[src/rtl/spi_regbank_peripheral.sv]
// SPI mode-0 target with a read/write register bank, frame-length and address-range checks.
// Latency: pins pass a SYNC_STAGES-deep synchroniser; commit/err pulses land one cycle after CS rise is seen.
// Backpressure: none; sclk must run slower than clk/4 or edges are lost.
// Ports: clk/rst (async active-high); spi_sclk/spi_copi/spi_cs in; spi_cipo/spi_cipo_oe out;
//        regs_out flattened bank (reg i at [i*DATA_W +: DATA_W]); wr_valid/wr_addr write notify;
//        frame_err (bad bit count) and addr_err (address >= NUM_REGS) one-cycle pulses.
module spi_regbank_peripheral #(
  parameter int NUM_REGS    = 5,
  parameter int DATA_W      = 8,
  parameter int ADDR_W      = 7,
  parameter int SYNC_STAGES = 2,  // must be at least 2
  parameter logic [DATA_W-1:0] RESET_VAL = '0
) (
  input  logic                       clk,
  input  logic                       rst,
  input  logic                       spi_sclk,
  input  logic                       spi_copi,
  input  logic                       spi_cs,
  output logic                       spi_cipo,
  output logic                       spi_cipo_oe,
  output logic [NUM_REGS*DATA_W-1:0] regs_out,
  output logic                       wr_valid,
  output logic [ADDR_W-1:0]          wr_addr,
  output logic                       frame_err,
  output logic                       addr_err
);

  localparam int FRAME_W = 1 + ADDR_W + DATA_W;
  localparam int CNT_W   = $clog2(FRAME_W + 2);
  localparam int SH_W    = (DATA_W > ADDR_W) ? DATA_W : ADDR_W;
  localparam logic [CNT_W-1:0]  CMD_LAST  = CNT_W'(ADDR_W);
  localparam logic [CNT_W-1:0]  FRAME_CNT = CNT_W'(FRAME_W);
  localparam logic [ADDR_W:0]   NREGS     = (ADDR_W+1)'(NUM_REGS);

  typedef enum logic [1:0] {IDLE, CMD, DATA, OVER} state_t;
  state_t state, state_next;

  // Synchronisers: stage 0 is nearest the pin, stage SYNC_STAGES-1 the oldest.
  logic [SYNC_STAGES-1:0] sclk_sync, cs_sync, copi_sync;

  always_ff @(posedge clk or posedge rst) begin
    if (rst) begin
      sclk_sync <= '0;
      cs_sync   <= '1;
      copi_sync <= '0;
    end else begin
      sclk_sync <= {sclk_sync[SYNC_STAGES-2:0], spi_sclk};
      cs_sync   <= {cs_sync[SYNC_STAGES-2:0], spi_cs};
      copi_sync <= {copi_sync[SYNC_STAGES-2:0], spi_copi};
    end
  end

  logic sclk_rise, sclk_fall, cs_rise, cs_fall, copi_bit;
  assign sclk_rise = sclk_sync[SYNC_STAGES-2] & ~sclk_sync[SYNC_STAGES-1];
  assign sclk_fall = ~sclk_sync[SYNC_STAGES-2] & sclk_sync[SYNC_STAGES-1];
  assign cs_rise   = cs_sync[SYNC_STAGES-2] & ~cs_sync[SYNC_STAGES-1];
  assign cs_fall   = ~cs_sync[SYNC_STAGES-2] & cs_sync[SYNC_STAGES-1];
  assign copi_bit  = copi_sync[SYNC_STAGES-1];

  logic [CNT_W-1:0]          bit_cnt;
  logic [SH_W-1:0]           shift;
  logic [DATA_W-1:0]         tx_shift;
  logic                      cipo_q;
  logic                      lat_rw;
  logic [ADDR_W-1:0]         lat_addr;
  logic [NUM_REGS*DATA_W-1:0] regs_q;

  // A CS rise in the same cycle as an sclk rise ends the frame; that bit is dropped.
  logic bit_take, cmd_done, addr_ok;
  logic [ADDR_W:0]   cmd_word;   // rw bit followed by the address, as it completes
  logic [DATA_W-1:0] rd_val;

  assign bit_take = sclk_rise & ~cs_rise & ((state == CMD) | (state == DATA));
  assign cmd_word = {shift[ADDR_W-1:0], copi_bit};
  assign cmd_done = bit_take & (state == CMD) & (bit_cnt == CMD_LAST);
  assign addr_ok  = {1'b0, lat_addr} < NREGS;

  // Read mux; out-of-range addresses fall through to zero.
  always_comb begin
    rd_val = '0;
    for (int i = 0; i < NUM_REGS; i++) begin
      if (cmd_word[ADDR_W-1:0] == ADDR_W'(i)) rd_val = regs_q[i*DATA_W +: DATA_W];
    end
  end

  // FSM: state register
  always_ff @(posedge clk or posedge rst) begin
    if (rst) state <= IDLE;
    else     state <= state_next;
  end

  // FSM: next state
  always_comb begin
    state_next = state;
    if (cs_rise) begin
      state_next = IDLE;
    end else begin
      case (state)
        IDLE:    if (cs_fall) state_next = CMD;
        CMD:     if (cmd_done) state_next = DATA;
        DATA:    if (sclk_rise && bit_cnt == FRAME_CNT) state_next = OVER;
        OVER:    state_next = OVER;
        default: state_next = IDLE;
      endcase
    end
  end

  // FSM: outputs. CIPO only drives data during the data phase of a read frame.
  always_comb begin
    spi_cipo    = (state == DATA) & ~lat_rw & cipo_q;
    spi_cipo_oe = ~cs_sync[SYNC_STAGES-1];
    regs_out    = regs_q;
  end

  // Datapath: shift-in, read shift-out and commit on CS rise.
  always_ff @(posedge clk or posedge rst) begin
    if (rst) begin
      bit_cnt   <= '0;
      shift     <= '0;
      tx_shift  <= '0;
      cipo_q    <= 1'b0;
      lat_rw    <= 1'b0;
      lat_addr  <= '0;
      regs_q    <= {NUM_REGS{RESET_VAL}};
      wr_valid  <= 1'b0;
      wr_addr   <= '0;
      frame_err <= 1'b0;
      addr_err  <= 1'b0;
    end else begin
      wr_valid  <= 1'b0;
      frame_err <= 1'b0;
      addr_err  <= 1'b0;

      if (state == IDLE && cs_fall) begin
        bit_cnt <= '0;
        shift   <= '0;
      end else if (bit_take) begin
        bit_cnt <= bit_cnt + 1'b1;
        shift   <= {shift[SH_W-2:0], copi_bit};
      end

      if (cmd_done) begin
        lat_rw   <= cmd_word[ADDR_W];
        lat_addr <= cmd_word[ADDR_W-1:0];
        tx_shift <= cmd_word[ADDR_W] ? '0 : rd_val;
        cipo_q   <= 1'b0;
      end else if (state == DATA && sclk_fall) begin
        cipo_q   <= tx_shift[DATA_W-1];
        tx_shift <= {tx_shift[DATA_W-2:0], 1'b0};
      end

      // Only a frame sitting in DATA with exactly FRAME_W bits is a valid access.
      if (cs_rise && state != IDLE) begin
        if (state == DATA && bit_cnt == FRAME_CNT) begin
          if (!addr_ok) begin
            addr_err <= 1'b1;
          end else if (lat_rw) begin
            for (int i = 0; i < NUM_REGS; i++) begin
              if (lat_addr == ADDR_W'(i)) regs_q[i*DATA_W +: DATA_W] <= shift[DATA_W-1:0];
            end
            wr_valid <= 1'b1;
            wr_addr  <= lat_addr;
          end
        end else begin
          frame_err <= 1'b1;
        end
      end
    end
  end

endmodule

[config.mk]
export PLATFORM = sky130hd
export DESIGN_NAME = spi_regbank_peripheral
export DESIGN_NICKNAME = d
export VERILOG_FILES = /design/src/rtl/spi_regbank_peripheral.sv
export SDC_FILE = /design/constraint.sdc
export NUM_CORES = 1
export LEC_CHECK = 0
export ABC_AREA = 0
export BUFFER_PORTS_ARGS = -buffer_cell sky130_fd_sc_hd__buf_2
export CORE_MARGIN = 1.5
export CORE_UTILIZATION = 48
export CTS_BUF_LIST = sky130_fd_sc_hd__clkbuf_2 sky130_fd_sc_hd__clkbuf_4 sky130_fd_sc_hd__clkbuf_8
export CTS_CLUSTER_SIZE = 40
export DETAILED_ROUTE_END_ITERATION = 16
export PLACE_DENSITY = 0.8
export REMOVE_ABC_BUFFERS = 1
export SLEW_MARGIN = 20
export SYNTH_ARGS = -nofsm -noshare
export SYNTH_HDL_FRONTEND = slang
export SYNTH_SLANG_ARGS = --single-unit
export TNS_END_PERCENT = 5
[constraint.sdc]
create_clock -name clk -period 5.9 [get_ports clk]
set_clock_uncertainty 0.05 [all_clocks]
set_input_delay 0.59 -clock clk [delete_from_list [all_inputs] [get_ports clk]]
set_output_delay 0.59 -clock clk [all_outputs]
set_load 0.02 [all_outputs]
==> flow_summary.toml <==
[logic_synthesis]
yosys-top-cells-area = "dfrtp_1 (54%), mux2_2 (14%), mux2i_1 (4.3%), nand2_1 (3.0%), ha_1 (2.8%)"
synth_common_cells = "dfrtp_1 (86), mux2_2 (49), nand2_1 (32)"
yosysTopAreaCell = "dfrtp_1"
synth_area_mm2 = 0.00398
yosys_warnings = 0
async_flop_share = 1.00
synth_ff_type = "dfrtp_1"
avgSynthCellArea_um2 = 12.0
synth_cell_types = 37
synth_largest_type_area_fraction = 0.540
synth_most_common_cell = "dfrtp_1"
synthCells = 332
synth_edf_count = 0
synth-seq-cells = 88
synth_seq_area_share = 0.553

[worst_setup_path]
cp-start-kind = "flop"
crit_type = "reg2reg"
cp-end-kind = "flop"
arrival_ns = 2.88
r2r-end = "regs_out[20]"
crit_start = "cs_sync[0]"
rrSetupSlack_ns = 3.21
regToRegStartpoint = "cs_sync[0]"
path_max_fanout = 8
crit_end = "regs_out[20]"
reg2regPathDepth = 5
critPathRequiredTime_ns = 6.09

[clocking]
cts_resized = 0
cts_root_buf = "clkbuf_8"
cts_made_buffers = 9
cts_tree = "yes"
insertion_delay_ns = 0.35
cts_setup_buffers = 0
hold_buffers = 0
cts-htree-levels = 3
cts_sinks = 88
clockBufferDepth = 2
clkTransAtPathRegs_ns = 0.08

[drt]
drtPass1Iterations = 4
remaining_drc_errors = 0
wl_per_cell_um = 17.8
antenna_left = 0
drt-total-wl_mm = 8.78
vias = 2765
viasPerCell = 5.61
drt-initial-drc-count = 155

[timing]
slew_headroom = 0.363
timing.final.crit_period_ns = 2.69
grt_setup_unrepaired = "no"
slew_violations = 0
post-route-period-util = 0.457
fin_setup_tns_ns = 0
max_freq_ghz = 0.371
hold_viol = 0
finalSetupViolCount = 0
worst_slew_pin_slew_ns = 0.955

[floorplanning]
rows = 33
num_io_pins = 57
core_area_mm2 = 0.00813
die_h_um = 94.1
start_util = 0.490
chipWidth_um = 94.1
die_area_mm2 = 0.00885

[global_route]
antenna_found_initial = 0
grt_max_degree = 89
grt_pass1_wl_mm = 14.2
grt_use_met1 = 0.308
grt_remaining_overflow = 0
busiest_layer = "met2"
met2_usage = 0.318
grt_pass1_vias = 2648
grt_use_total = 0.211
grt_util_met3 = 0.0283

[pwr]
vdd_ir_drop_max_uv = 120
leakage_uw = 0.00238
combPwrFrac = 0.180
internal_power_uw = 928
power_density_mw_per_mm2 = 295
pwr-share-seq = 0.514
p_clk_frac = 0.306
p_switching_uw = 413
switching_share = 0.308

[min_path]
hold_class = "in2reg"
min_from = "spi_cs"
hold_path_depth = 1

[run]
max_cap_viol_count = 0

[finish]
drive_gt1_frac = 0.348
postLayoutCellArea_mm2 = 0.00455
area_growth_pct = 14.2
fin_nets = 397
n_antenna_cell = 0
final_util = 0.559

[placed_design]
port_buffers = 56
placed_area_mm2 = 0.00435
routabilityCongestion = 0.866
place_hpwl_mm = 5.85

[status]
status = "completed"
-- cell usage in the layout, fill, tap and decap left out, types with 2 or more instances in the layout --
cell / count
nor2_1: 17
nand3_1: 2
clkbuf_8: 10
mux2i_1: 17
mux2_2: 49
nand2_1: 32
xor2_1: 3
clkinv_2: 5
dfstp_2: 2
and3_1: 4
dfrtp_1: 86
nand2b_1: 4
a31o_2: 6
o22ai_1: 4
inv_1: 11
o21ai_0: 12
and2_1: 6
nand4_1: 4
nor4bb_1: 2
buf_2: 56
ha_1: 9
o21a_1: 6
nor2b_1: 2
a21oi_1: 14
nor4b_4: 2
o221ai_1: 7
-- metal layers --
metal,wire length [µm],share of wire
met3,452,0.052
met5,0,0
met2,4180,0.48
met1,4040,0.46
met4,102,0.012
-- critical path, cell delays in order (launching register included) --
cell	delay, ns
dfstp_2	0.55
ha_1	0.30
nand2b_1	0.17
nor4b_4	0.41
nor4b_4	0.69
mux2_2	0.41
-- power groups by stage --
stage          Combinational (µW)  Clock [µW]  Sequential (µW)
6_report                      242         411              689
5_1_grt                       271         450              694
4_1_cts                       241         419              687
3_5_place_dp                  235           0              699
3_3_place_gp                  221           0              696
2_1_floorplan                 171           0              678
-- how the worst min path moves through the flow --
stage,endpoint,slack [ns]
2_1_floorplan,copi_sync[1],0.28
3_3_place_gp,copi_sync[1],0.28
3_5_place_dp,copi_sync[1],0.29
4_1_cts,cs_sync[0],0.27
5_1_grt,cs_sync[0],0.27
6_report,cs_sync[0],0.28
-- sequential cells by signal, summed over array words and instances (netlist names), 2 cells and up --
name       flops
cs_sync        2
lat_addr       7
regs_out      40
state          2
sclk_sync      2
wr_addr        7
tx_shift       8
copi_sync      2
shift          8
bit_cnt        5
-- layout make-up --
| cell class | instances | area (µm²) |
|---|---|---|
| Sequential cell | 88 | 2200 |
| Inverter | 12 | 46.3 |
| Multi-Input combinational cell | 215 | 1680 |
| Clock buffer | 10 | 138 |
| Fill cell | 673 | 3580 |
| Timing Repair Buffer | 57 | 292 |
| Clock inverter | 6 | 58.8 |
| Tap cell | 105 | 131 |
-- stage by stage --
step	total power, µW	instances	setup slack [ns]	hold slack, ns
floorplan	849	315	2.98	0.281
global placement	917	477	3.35	0.283
detailed placement	935	477	3.22	0.286
CTS	1350	493	3.23	0.270
global route	1420	493	3.08	0.268
finish	1340	493	3.21	0.281
-- cell families (layout without fill, tap and decap cells) --
family          count (synthesis)  in the layout  synth area share
compound gates                 52             52            0.0851
xor+xnor                        4              4           0.00880
fa+ha+maj                       9              9            0.0283
buf+inv                        29             85            0.0286
flops                          88             88             0.553
mux                            66             66             0.181
simple gates                   84             84             0.115
Note: power is estimated with default switching activity, not from simulation.
